### src/rtl/recursive_adder.sv
// Registered unsigned adder whose carries come from a recursive-doubling (Kogge-Stone) prefix network.
// Optional registered carry-out port enabled by defining RECURSIVE_ADDER_COUT_EN.
module recursive_adder #(
  parameter int unsigned WIDTH = 32
) (
  input  logic             clk,
  input  logic             rst,
  input  logic [WIDTH-1:0] a,
  input  logic [WIDTH-1:0] b,
  output logic [WIDTH-1:0] out
`ifdef RECURSIVE_ADDER_COUT_EN
  ,
  output logic             cout
`endif
);

  localparam int unsigned LEVELS = $clog2(WIDTH);

  if (WIDTH < 2 || (WIDTH & (WIDTH - 1)) != 0) begin : g_bad_width
    $error("recursive_adder: WIDTH must be a power of two, at least 2");
  end

  // gs[k]/ps[k]: group generate/propagate covering 2^k bits ending at each position
  logic [WIDTH-1:0] gs [LEVELS+1];
  logic [WIDTH-1:0] ps [LEVELS];
  logic [WIDTH-1:0] carry;
  logic [WIDTH-1:0] sum;

  assign gs[0] = a & b;
  assign ps[0] = a ^ b;

  for (genvar k = 0; k < LEVELS; k++) begin : g_level
    localparam int unsigned SPAN = 1 << k;
    // Bits below SPAN combine with an implicit (G=0,P=1) identity element
    assign gs[k+1] = gs[k] | (ps[k] & (gs[k] << SPAN));
    if (k + 1 < LEVELS) begin : g_prop
      assign ps[k+1] = ps[k] & ~(~ps[k] << SPAN);
    end
  end

  assign carry = gs[LEVELS] << 1;
  assign sum   = ps[0] ^ carry;

  always_ff @(posedge clk or posedge rst) begin
    if (rst) begin
      out <= '0;
    end else begin
      out <= sum;
    end
  end

`ifdef RECURSIVE_ADDER_COUT_EN
  always_ff @(posedge clk or posedge rst) begin
    if (rst) begin
      cout <= 1'b0;
    end else begin
      cout <= gs[LEVELS][WIDTH-1];
    end
  end
`endif

endmodule

### config.mk
export PLATFORM = sky130hd
export DESIGN_NAME = recursive_adder
export DESIGN_NICKNAME = d
export VERILOG_FILES = /design/src/rtl/recursive_adder.sv
export SDC_FILE = /design/constraint.sdc
export NUM_CORES = 1
export LEC_CHECK = 0
export CAP_MARGIN = 20
export CORE_MARGIN = 8
export CORE_UTILIZATION = 45
export DETAILED_ROUTE_END_ITERATION = 8
export PLACE_DENSITY = 0.86
export SYNTH_ARGS = -nofsm -noshare
export SYNTH_HDL_FRONTEND = slang
export SYNTH_SLANG_ARGS = --single-unit
### constraint.sdc
create_clock -name clk -period 1.14 [get_ports clk]
set_input_delay 0.228 -clock clk [delete_from_list [all_inputs] [get_ports clk]]
set_output_delay 0.228 -clock clk [all_outputs]
set_load 0.1 [all_outputs]
==> metrics.cfg, run 1 <==
[outcome]
run_status=stopped before the end
stop_stage=clock tree synthesis
error=[ERROR DPL-0033] detailed placement checks failed during check placement.

[logic_synthesis]
yosys.area.top_type_share_pct=30.19
synth-main-ff-cell=dfrtp_1
ys_seq_area_share_pct=30.19
syn_avg_cell_area_um2=9.178
ys_types=59
synth_seq_cells=32
synth-edff-count=0
syn_area_um2=2653
yosysTopAreaCell=dfrtp_1
synthArstFlopShare_pct=100.0
netlist_instances=289
syn_nets=387
synth_area_leaders=dfrtp_1 (30%), ha_1 (15%), a21oi_1 (5.8%), xnor2_1 (4.6%), xor2_1 (4.0%)
yosysWarnings=0

[placement]
place_ws_ns=-1.498
dpl_cell_area_um2=4790
dp_hpwl_mm=8.243
gp_congestion=0.9365
io_buffers=97

[clock_tree]
numClockSinks=32
hold_buffers=0
cts_buffer_depth=2
root_buffer=clkbuf_8
post_cts.resized_instances=250
htreeDepth=2
postCtsSetupBuffers=26
numCtsBuffers=5

[floorplanning]
die_w_um=92.78
die_y_um=92.78
io_pins=98
start_util_pct=45.61
fp-row-count=28

-- per-stage QoR --
stage | setup TNS [ns] | hold slack [ns] | instances | utilization, %
floorplan | -14.97 | 0.3442 | 289 | -
global placement | -33.24 | 0.5944 | 545 | 82.36
detailed placement | -35.50 | 0.6083 | 545 | 82.36
-- cells in the mapped netlist, types with 3 or more instances --
cell	number
a211oi_1	4
a21o_1	9
a21oi_1	31
and3_1	4
dfrtp_1	32
ha_1	31
inv_1	7
nand2_1	24
nand2b_1	3
nand3_1	6
nand4_1	7
nor2_1	17
nor2b_1	3
nor3_1	7
o21a_1	5
o21ai_0	13
o21ai_1	8
o21bai_1	4
xnor2_1	14
xor2_1	12
-- cell families after synthesis --
family | share of synthesized area, %
AOI/OAI and AO/OA | 27.64
DFF | 30.19
and+or+nand+nor | 15.14
adders and majority gates | 15.38
muxes | 0.3774
buffers and inverters | 2.688
xor gates and xnor gates | 8.585
==> run 2: changes to the inputs <==
Settings changed: CORE_UTILIZATION 45 to 40, PLACE_DENSITY 0.86 to default, PLACE_DENSITY_LB_ADDON from default to 0.15.
==> run 2 against run 1 <==
Compared with the run above:
- the flow now finishes, with violations (setup timing)
- area after synthesis unchanged
- synthesized cell count unchanged
==> metrics.cfg, run 2 <==
[logic_synthesis]
yosys.area.top_type_share_pct=30.19
ys_seq_area_share_pct=30.19
synthArstFlopShare_pct=100.0
yosysWarnings=0
synth_area_leaders=dfrtp_1 (30%), ha_1 (15%), a21oi_1 (5.8%), xnor2_1 (4.6%), xor2_1 (4.0%)
synth_most_common_cell=dfrtp_1
synth-edff-count=0
synth-main-ff-cell=dfrtp_1
synth_seq_cells=32
netlist_instances=289
ys_types=59
yosysTopAreaCell=dfrtp_1
syn_nets=387
yosys-top-cells-count=dfrtp_1 (32), a21oi_1 (31), ha_1 (31)
syn_avg_cell_area_um2=9.178
syn_area_um2=2653

[sta]
fin_crit_ns=2.027
tightest_slew_ns=0.3792
finalWorstSetupSlack_ns=-0.8868
slew_violations=0
tns_ns=-17.99
rsz0062_at_grt=true
maxSlewHeadroom_pct=74.66
final-hold-violation-count=0
finalCritPeriodShare_pct=177.8
setup_violations=32
clock.fmax_mhz=493.4

[critical_path]
critical_path.endpoint_type=flip-flop
critPathMaxStageDelay_ns=0.39
crit_arrival_ns=2.27
crit_family=compound AO/OA/AOI/OAI gates
critPathRequiredTime_ns=1.38
startpoint_type=primary input
crit_type=in2reg
cp_num_buf_inv=1
cp_slowest_cell=fa_2
crit_fanout=4
crit_chain=buf_6 -> ha_4 -> fa_2 -> a211oi_2 -> o21bai_2 -> a21oi_4 -> o211ai_2 -> a31o_2 -> a41oi_2 -> a211o_1

[placement]
dp_hpwl_mm=7.561
gp_congestion=0.9288
dpl_cell_area_um2=4807
io_buffers=97
place_inst=549

[floorplanning]
core_area_um2=6386
die_w_um=97.44
io_pins=98
die_y_um=97.44
dieArea_um2=9494
fp-row-count=29
start_util_pct=41.54

[global_route]
grt-ovfl-total=0
grtUsageTotal_pct=22.76
grt_pass1_vias=3586
antenna_found_initial=0
grt_pass1_wl_mm=17.88
grt_max_degree=33

[finish]
nets=611
layout_common_cells=buf_4 (106), buf_12 (33), dfrtp_1 (32)
fin_cells=591
fillCellCount=243
stdcell_area_um2=5797
largest_reg_flops=32
drive_above_1_share_pct=58.37
reg_top3=out: 32 flops
top_register=out
layout_commonest_cell=buf_4
n_antenna_cell=0
area_growth_pct=118.5

[hold_path]
hp-start=b[0]
holdPathEnd=out[0]
min_path_type=in2reg
whs_path_depth=2

[clock_tree]
cts_buffer_depth=2
htreeDepth=2
clkTransAtPathRegs_ns=0.08
numClockSinks=32
numCtsBuffers=5
hold_buffers=0
root_buffer=clkbuf_8
cts_tree=yes

[outcome]
violations=setup timing
run_status=finished with violations

[route]
drc_errors=0
final_antenna_net_count=0
met3_wirelength_um=989
viasPerCell=6.007
via_count=3550
drtIter0Drc=266
top_layer=met4
wl_met1_mm=5.105
wl_met2_mm=7.073
routed_wirelength_mm=14.04
wire_per_inst_um=23.76
first_pass_iters=5

[power_and_ir_drop]
ir_drop_uv=1490
p_per_area_nw_per_um2=1400
p_leak_uw=0.002596

[job]
maxCapViolCount=0

[run 2: cell counts after synthesis]
No cell type changed its count.
[run 2: stage by stage]
step	power [uW]	util, %	hold WS, ns	setup slack [ns]
finish	8114	90.77	0.1393	-0.8868
CTS	7634	86.44	0.1422	-0.8071
global placement	6244	75.27	0.5980	-1.349
floorplan	4212	-	0.3442	-0.8088
global route	8328	90.77	0.1339	-0.9102
detailed placement	6321	75.27	0.6096	-1.441
[run 2: per-layer routing]
layer,GRT usage (%),vias up
li1,-,1517
met1,22.96,1727
met2,41.96,234
met3,6.615,72
met4,10.26,0
met5,0,-
[run 2: where the power goes]
group	leakage (uW)	switching, uW	internal, uW
registers	0.000372	221	1380
clock network	0.0000455	490	494
logic	0.00218	3220	2310
[run 2: what timing repair did]
item,4_1_cts,5_1_grt
resized for setup,207,65
cloned,0,0
buffers inserted,15,19
endpoints found under the hold margin,0,0
setup endpoints to repair,31,28
pin swaps,83,65
[run 2: how the worst max path moves through the flow]
stage,depth (start not counted),startpoint,slack [ns],to
3_3_place_gp,10,a[0],-1.35,out[16]
5_1_grt,10,b[0],-0.91,out[30]
6_report,10,a[0],-0.89,out[28]
4_1_cts,10,b[0],-0.81,out[28]
2_1_floorplan,9,a[0],-0.81,out[28]
3_5_place_dp,10,a[0],-1.44,out[28]
[run 2: kinds of logic (layout without fill, tap and decap cells)]
group | Yosys count | in the layout | synth area share [%]
compound gates | 103 | 103 | 27.64
flops | 32 | 32 | 30.19
xor+xnor | 26 | 26 | 8.585
fa+ha+maj | 32 | 32 | 15.38
mux | 1 | 1 | 0.3774
simple gates | 81 | 81 | 15.14
buf+inv | 14 | 239 | 2.688
[run 2: area by class of cell]
class / count / area [um2] / share of cell area, %
Inverter: 7 / 26.28 / 0.4533
Tap cell: 77 / 96.34 / 1.662
Multi-Input combinational cell: 243 / 2547 / 43.95
Sequential cell: 32 / 800.8 / 13.81
Timing Repair Buffer: 224 / 2236 / 38.57
Clock buffer: 8 / 90.09 / 1.554
(Power assumes the default switching activity.)
==> run 3: changes to the inputs <==
Settings changed: ABC_AREA from default to 0, RECOVER_POWER from default to 25.
==> results of run 3 <==
Same layout as run 2: the final DEF is identical, and so are final timing and power.
==> run 4: changes to the inputs <==
Settings changed: TNS_END_PERCENT from default to 10.
==> run 4 against run 3 <==
Compared with the run above:
- highest routed layer unchanged
- via count fell by 14%
- global-route usage decreased by 4.1 points
- first-iteration DRC count is 41% lower
- combinational power shrank 8.9%
- hold slack better by 0.011 ns
- setup slack better by 0.12 ns
- largest power group unchanged
- the run still ends with setup timing left
- routed wire length down 28%
- total power down 4.6%
==> metrics.cfg, run 4 (synthesized netlist as in run 2, its figures left out) <==
[clock_tree]
cts_buffer_depth=2
hold_buffers=0
numClockSinks=32
numCtsBuffers=5
cts_tree=yes
htreeDepth=2
root_buffer=clkbuf_8
clkTransAtPathRegs_ns=0.07

[critical_path]
crit_fanout=4
crit_type=in2reg
critical_path.endpoint_type=flip-flop
crit_family=buffers and inverters
cp_slowest_cell=clkdlybuf4s50_1
crit_chain=clkdlybuf4s50_1 -> ha_4 -> buf_6 -> nand2_2 -> nor3_2 -> buf_4 -> nand2_1 -> o211ai_1 -> buf_4 -> xor2_1
critPathMaxStageDelay_ns=0.44
crit_arrival_ns=2.12
path_common_cell=buf_4
cp_num_buf_inv=4
critPathRequiredTime_ns=1.35
startpoint_type=primary input

[finish]
largest_reg_flops=32
fillCellCount=317
top_register=out
reg_top3=out: 32 flops
nets=580
n_antenna_cell=0
drive_above_1_share_pct=48.65
layout_commonest_cell=buf_4
fin_cells=560
stdcell_area_um2=5415
area_growth_pct=104.2
layout_common_cells=buf_4 (91), dfrtp_1 (32), buf_12 (32)

[route]
drtIter0Drc=158
first_pass_iters=4
viasPerCell=5.457
drc_errors=0
routed_wirelength_mm=10.09
wire_per_inst_um=18.02
final_antenna_net_count=0
via_count=3056

[sta]
tightest_slew_ns=0.4900
finalCritPeriodShare_pct=167.1
fin_crit_ns=1.905
maxSlewHeadroom_pct=67.34
setup_violations=28
finalWorstSetupSlack_ns=-0.7647
rsz0062_at_grt=true
clock.fmax_mhz=525.0
slew_violations=0
final-hold-violation-count=0
tns_ns=-16.53

[floorplanning]
die_w_um=97.44
io_pins=98
dieArea_um2=9494
fp-row-count=29
start_util_pct=41.54
core_area_um2=6386
die_y_um=97.44

[hold_path]
min_path_type=in2reg

[placement]
gp_congestion=0.8816
dpl_cell_area_um2=4676
io_buffers=97
place_inst=543
dp_hpwl_mm=6.849

[power_and_ir_drop]
swShare_pct=46.82
seqPwrFrac_pct=20.5
combPwrFrac_pct=65.1
p_sw_uw=3624
p_leak_uw=0.002504
p_per_area_nw_per_um2=1429
p_int_uw=4116
pwr-share-clk_pct=14.4
ir_drop_uv=1574

[global_route]
grt-ovfl-total=0
antenna_found_initial=0
grtUsageTotal_pct=18.68
grt_max_degree=33
grt_pass1_wl_mm=14.99
grt_pass1_vias=3259

[job]
maxCapViolCount=0

[outcome]
run_status=finished with violations
violations=setup timing

-- run 4: cell types whose count changed in the layout (fill, tap and decap cells not counted), sizes merged --
cell / before / now
clkdlybuf4s15: 14 / 5
buf: 173 / 130
dlygate4sd3: 0 / 1
dlygate4sd2: 15 / 19
clkbuf: 19 / 7
clkinv: 0 / 1
dlymetal6s2s: 4 / 17
bufinv: 0 / 1
clkdlybuf4s50: 7 / 20
-- run 4: per-layer routing --
layer	track usage [%]	vias to the layer above	wire, um
li1	-	1454	-
met1	21.48	1454	4226
met2	32.75	126	5121
met3	4.552	22	536
met4	6.410	0	206
met5	0	-	0
-- run 4: per-stage QoR --
step / setup WS [ns] / util, % / total power, uW / hold WS [ns]
floorplan: -0.8088 / - / 4174 / 0.3442
global placement: -1.374 / 73.22 / 6172 / 0.5966
detailed placement: -1.466 / 73.22 / 6225 / 0.6014
CTS: -0.8010 / 80.53 / 7556 / 0.1432
global route: -0.7861 / 84.80 / 8009 / 0.1377
finish: -0.7647 / 84.80 / 7740 / 0.1501
-- run 4: final cells by class --
cell class                      count  area (um2)  area share [%]
Tap cell                           77       96.34           1.779
Timing Repair Buffer              193        2043           37.73
Inverter                            7       26.28          0.4852
Clock inverter                      2       35.03          0.6470
Clock buffer                        6       72.57           1.340
Sequential cell                    32       800.8           14.79
Multi-Input combinational cell    243        2341           43.23
-- run 4: power by group through the flow --
stage	clock [uW]	combinational [uW]	sequential, uW
floorplan	0	933	3240
global placement	0	4570	1600
detailed placement	0	4620	1610
CTS	1130	4830	1590
global route	1170	5230	1610
finish	1110	5040	1590
-- run 4: worst paths after layout --
| path | startpoint | to | slack [ns] | cells past startpoint |
|---|---|---|---|---|
| worst max-delay path | b[21] | out[24] | -0.76 | 10 |
| worst min-delay path | a[0] | out[0] | 0.15 | 2 |
| max in group asynchronous | rst | out[23] | 0.27 | 3 |
| min in group asynchronous | rst | out[12] | 0.53 | 3 |
-- run 4: repair_timing --
action,in CTS,in global routing
setup buffers,7,3
setup endpoints to repair,31,28
gates resized for setup,101,59
pin swaps,59,45
gates cloned,0,0
